`src/rtl/phy_rx_serial_aligner_if.sv`:
```
// Serial-in / aligned-byte-out bundle between the bit sampler and the downstream demux.
interface phy_rx_serial_aligner_if;
    logic       data_in;
    logic [7:0] data_out;
    logic       valid_out;
    logic       byte_strobe;
    logic       active;

    modport master (
        output data_in,
        input  data_out,
        input  valid_out,
        input  byte_strobe,
        input  active
    );

    modport slave (
        input  data_in,
        output data_out,
        output valid_out,
        output byte_strobe,
        output active
    );
endinterface

```
`src/rtl/phy_rx_serial_aligner.sv`:
```
// Serial-to-parallel receiver: finds byte alignment on a comma symbol, locks after
// BC_COUNT consecutive aligned commas, then emits one byte per 8 bit clocks.
module phy_rx_serial_aligner #(
    parameter logic [7:0] COMMA    = 8'hBC,
    parameter int          BC_COUNT = 4
) (
    input  logic                   clk_32f,
    input  logic                   reset,
    phy_rx_serial_aligner_if.slave bus
);

    typedef enum logic [1:0] {
        SEARCH,
        LOCKING,
        ALIGNED
    } state_t;

    localparam logic [3:0] BC_TARGET = 4'(BC_COUNT);

    state_t     state;
    logic [7:0] sr;
    logic [2:0] bit_cnt;
    logic [3:0] bc_cnt;
    logic [7:0] data_q;
    logic       valid_q;
    logic       strobe_q;
    logic       active_q;

    logic [7:0] w;
    logic       is_comma;
    logic       boundary;
    logic       lock_done;

    // w is the byte completed by the bit being sampled on this edge.
    assign w         = {sr[6:0], bus.data_in};
    assign is_comma  = (w == COMMA);
    assign boundary  = (bit_cnt == 3'd7);
    assign lock_done = ((bc_cnt + 4'd1) == BC_TARGET);

    // NOTE: all state and outputs are registered with non-blocking assignments so
    // every branch reads the pre-edge values of sr, bit_cnt and bc_cnt.
    always_ff @(posedge clk_32f) begin
        if (reset) begin
            state    <= SEARCH;
            sr       <= 8'h00;
            bit_cnt  <= 3'd0;
            bc_cnt   <= 4'd0;
            data_q   <= 8'h00;
            valid_q  <= 1'b0;
            strobe_q <= 1'b0;
            active_q <= 1'b0;
        end else begin
            sr       <= w;
            strobe_q <= 1'b0;

            case (state)
                SEARCH: begin
                    if (is_comma) begin
                        bit_cnt <= 3'd0;
                        bc_cnt  <= 4'd1;
                        if (BC_COUNT == 1) begin
                            state    <= ALIGNED;
                            active_q <= 1'b1;
                        end else begin
                            state <= LOCKING;
                        end
                    end
                end

                LOCKING: begin
                    bit_cnt <= bit_cnt + 3'd1;
                    if (boundary) begin
                        if (is_comma) begin
                            bc_cnt <= bc_cnt + 4'd1;
                            if (lock_done) begin
                                state    <= ALIGNED;
                                active_q <= 1'b1;
                            end
                        end else begin
                            bc_cnt <= 4'd0;
                            state  <= SEARCH;
                        end
                    end
                end

                ALIGNED: begin
                    // Lock is sticky; only reset returns to SEARCH.
                    bit_cnt <= bit_cnt + 3'd1;
                    if (boundary) begin
                        data_q   <= w;
                        valid_q  <= !is_comma;
                        strobe_q <= 1'b1;
                    end
                end

                default: begin
                    state <= SEARCH;
                end
            endcase
        end
    end

    assign bus.data_out    = data_q;
    assign bus.valid_out   = valid_q;
    assign bus.byte_strobe = strobe_q;
    assign bus.active      = active_q;

endmodule

```
`src/flat_wrapper.sv`:
```
// flat-port wrapper written by rule: the top's interface ports become plain ports
module phy_rx_serial_aligner_flat 
#(
    parameter logic [7:0] COMMA    = 8'hBC,
    parameter int          BC_COUNT = 4
)
  (clk_32f, reset, bus_data_in, bus_data_out, bus_valid_out, bus_byte_strobe, bus_active);
  phy_rx_serial_aligner_if bus_i ();
  input  logic clk_32f;
  input  logic reset;
  input wire logic [$bits(bus_i.data_in)-1:0] bus_data_in;
  output wire logic [$bits(bus_i.data_out)-1:0] bus_data_out;
  output wire logic [$bits(bus_i.valid_out)-1:0] bus_valid_out;
  output wire logic [$bits(bus_i.byte_strobe)-1:0] bus_byte_strobe;
  output wire logic [$bits(bus_i.active)-1:0] bus_active;
  assign bus_i.data_in = bus_data_in;
  assign bus_data_out = bus_i.data_out;
  assign bus_valid_out = bus_i.valid_out;
  assign bus_byte_strobe = bus_i.byte_strobe;
  assign bus_active = bus_i.active;
  phy_rx_serial_aligner #(.COMMA(COMMA), .BC_COUNT(BC_COUNT)) u_core (.clk_32f(clk_32f), .reset(reset), .bus(bus_i));
endmodule
```
`config.mk`:
```
export PLATFORM = sky130hd
export DESIGN_NAME = phy_rx_serial_aligner_flat
export DESIGN_NICKNAME = d
export VERILOG_FILES = /design/src/rtl/phy_rx_serial_aligner_if.sv /design/src/rtl/phy_rx_serial_aligner.sv /design/src/flat_wrapper.sv
export SDC_FILE = /design/constraint.sdc
export NUM_CORES = 1
export LEC_CHECK = 0
export CORE_ASPECT_RATIO = 1.25
export CORE_MARGIN = 1.5
export CORE_UTILIZATION = 30
export CTS_CLUSTER_DIAMETER = 200
export CTS_CLUSTER_SIZE = 24
export DETAILED_ROUTE_END_ITERATION = 16
export GPL_TIMING_DRIVEN = 0
export MAX_ROUTING_LAYER = met4
export PLACE_DENSITY = 0.52
export SLEW_MARGIN = 20
export SYNTH_ARGS = -nofsm -noshare
export SYNTH_HDL_FRONTEND = slang
export SYNTH_SLANG_ARGS = --single-unit
```
`constraint.sdc`:
```
create_clock -name clk_32f -period 1.9 [get_ports clk_32f]
set_input_delay 0.285 -clock clk_32f [delete_from_list [all_inputs] [get_ports clk_32f]]
set_output_delay 0.285 -clock clk_32f [all_outputs]
set_load 0.005 [all_outputs]
```
==> flow_summary_export.csv <==
group,metric,value,unit
run_status,run_status,"finished, final reports clean",
synthesis,synthDistinctLibCells,41,
clocking,insertion_delay,0.27,ns
sta,tns,0,ns
cells_and_area,n_fill_cell,433,
worst_setup_path,cp.required,2.11,ns
placement,dpl.hpwl,1970,um
worst_setup_path,worst_path_largest_cell_delay,0.35,ns
cells_and_area,drive_above_1_share,11.4,%
clocking,cts_tree,"done",
cells_and_area,area_growth,18.8,%
synthesis,synth_warnings,0,
cells_and_area,multi_input_area,673,um2
pwr,irDropWorstVdd,343,uV
cells_and_area,nets,160,
clocking,ctsResizeCount,0,
placement,place_inst,201,
worst_setup_path,startpoint_type,"flop",
worst_setup_path,critPathMostFrequentCell,"ha_1",
route,first_pass_iters,4,
placement,place_congestion,0.806,
grt,grt_pass1_wl,4620,um
clocking,postCtsSetupBuffers,0,
grt,grt_overflow,0,
sta,max_slew_margin,67.7,%
cells_and_area,diodes,0,
worst_setup_path,crit_cells,7,
grt,grt_pass1_vias,1014,
clocking,cts_sinks,27,
synthesis,syn_avg_cell_area,9.45,um2
die,coreArea,4070,um2
worst_setup_path,cp.buffers_inverters,1,
synthesis,synth.cell_area,1260,um2
die,io_pins,14,
route,drt_iter0_markers,23,
sta,fmax,570,MHz
clocking,cts_root_buffer,"clkbuf_8",
synthesis,synth_top_area_share,43.0,%
route,wl_per_cell,12.8,um
clocking,ctsHoldBuffers,0,
sta,skew,0.00297,ns
sta,tightest_slew,0.484,ns
cells_and_area,final_cells,205,
worst_setup_path,cp_max_fo,8,
sta,fin_crit,1.76,ns
die,initial_core_util,30.9,%
grt,grt_max_degree,16,
synthesis,syn_inst,133,
synthesis,synth_edf_count,0,
sta,grt_setup_unrepaired,"no",
die,rows,26,
route,num_vias,1000,
die,die_w,60.9,um
worst_setup_path,worstSetupPathType,"reg2reg",
worst_setup_path,r2r_cells,7,
placement,port-buffer-count,12,
clocking,cts.clk_slew.worst_paths,0.09,ns
synthesis,yosysMostFrequentCell,"dfxtp_1",
cells_and_area,final-seq-area,541,um2
grt,antenna_found_initial,0,
hold_path,hp-class,"in2reg",
die,dieArea,4590,um2
worst_setup_path,critical-path-top-delay-family,"simple AND/OR/NAND/NOR gates",
pwr,power.leakage,0.564,nW
synthesis,synthTopCellsByArea,"dfxtp_1 43%, ha_1 7.0%, nand2_1 5.7%",
worst_setup_path,crit_chain,"ha_1, ha_1, buf_2, nor2b_1, nor2_1, o211ai_1, mux2i_1",
synthesis,syn_nets,143,
synthesis,netlist_top_cells_count,"27 x dfxtp_1, 19 x nand2_1, 12 x a21oi_1, 8 x nor2b_1",
clocking,clockBufferDepth,2,
sta,report.final.slew_viol_count,0,
route,antenna_left,0,
cells_and_area,final_core_utilization,36.7,%
sta,hold_viol,0,
pwr,powerDensity,620,nW/um2
synthesis,synth_ff_type,"dfxtp_1",
route,drc,0,
sta,setup_viol_count_final,0,
grt,gr-usage-all-layers,13.9,%
run,maxCapViolations,0,
clocking,cts_buffers,3,
worst_setup_path,crit_slowest_cell,"dfxtp_1",
synthesis,synth-seq-cells,27,
route,totalWireLength,2620,um
worst_setup_path,ff2ff_setup_slack,0.14,ns
route,vias_per_cell,4.88,
synthesis,yosysTopAreaCell,"dfxtp_1",
hold_path,min_path_cells,2,
clocking,h-tree-depth,1,
synthesis,seq_area_frac_synth,43.0,%
sta,fin_crit_sh,92.4,%
die,fp.dieH,75.4,um
worst_setup_path,critPathCaptureType,"flop",
synthesis,synth_async_sr_flop_share,0,%
worst_setup_path,cp.arrival,1.96,ns
path summary, 6_finish.rpt:
check,startpoint,end
worst max-delay path,u_core.bit_cnt[0]$_SDFFE_PP0P_,u_core.state[0]$_SDFFE_PP0P_
worst min-delay path,reset,u_core.sr[6]$_SDFF_PP0_
worst max register to register,u_core.bit_cnt[0]$_SDFFE_PP0P_,u_core.state[0]$_SDFFE_PP0P_
worst min register to register,u_core.bus.data_out[0]$_SDFFE_PP0P_,u_core.bus.data_out[0]$_SDFFE_PP0P_
kinds of logic (layout without fill, tap and decap cells):
group	after synthesis	after routing	share of synthesized area, %
DFF	27	27	43.0
xor gates and xnor gates	1	1	0.697
buffers and inverters	11	27	3.48
and+or+nand+nor	56	56	28.2
AOI/OAI and AO/OA	30	30	16.9
adders and majority gates	7	7	6.96
muxes	1	1	0.796
through the flow:
stage          setup slack, ns  hold slack [ns]  instance area (um2)  total power [W]
2_1_floorplan            0.345            0.413                 1260         0.000599
3_3_place_gp            0.0739            0.445                 1450         0.000608
3_5_place_dp            0.0765            0.450                 1450         0.000608
4_1_cts                  0.131            0.379                 1490         0.000937
5_1_grt                0.00634            0.390                 1490         0.000966
6_report                 0.144            0.381                 1490         0.000926
routing by layer:
layer | global-route usage (%) | part of all wire (%)
met2 | 25.0 | 53
met1 | 14.4 | 43
met5 | - | 0
met3 | 2.21 | 2.1
met4 | 7.00 | 1.4
sequential cells by signal, indices dropped and copies added (netlist names):
name / count
u_core.bus.data_out: 8
u_core.sr: 7
u_core.bc_cnt: 4
u_core.bit_cnt: 3
u_core.state: 2
u_core.bus.active: 1
u_core.bus.byte_strobe: 1
u_core.bus.valid_out: 1
placed cells by master, fill, tap and decap left out, drive strengths merged:
cell type	count
nand4	2
nand3b	1
a31oi	2
o32ai	1
clkinv	1
nand4bb	2
ha	7
buf	2
o31ai	3
and4bb	1
nor2b	8
and2	2
o211ai	1
nor3	2
o21ai	4
clkdlybuf4s50	12
a21boi	1
nand3	4
and4b	1
a311oi	1
xnor2	1
inv	6
clkbuf	6
dfxtp	27
nand2	19
nand4b	2
a21oi	13
a211oi	1
a2111oi	2
nor3b	1
nor2	8
and3b	1
o211a	1
mux2i	1
and3	2
power breakdown:
group | leakage [nW] | internal (W) | total, W | switching (W)
registers | 0.218 | 0.000569 | 0.000573 | 0.00000414
clock network | 0.0255 | 0.000147 | 0.000332 | 0.000185
logic | 0.320 | 0.00000836 | 0.0000214 | 0.0000130
total | 0.564 | 0.000724 | 0.000926 | 0.000202
final cells by class:
class	count	area share, %
multi-input cells	95	45.1
inverters	6	1.51
repair buffers	12	8.04
plain buffers	5	1.42
clock inverters	1	0.335
well taps	56	4.69
clock buffers	3	2.76
flip-flops and latches	27	36.2
Note: power is estimated with default switching activity, not from simulation.
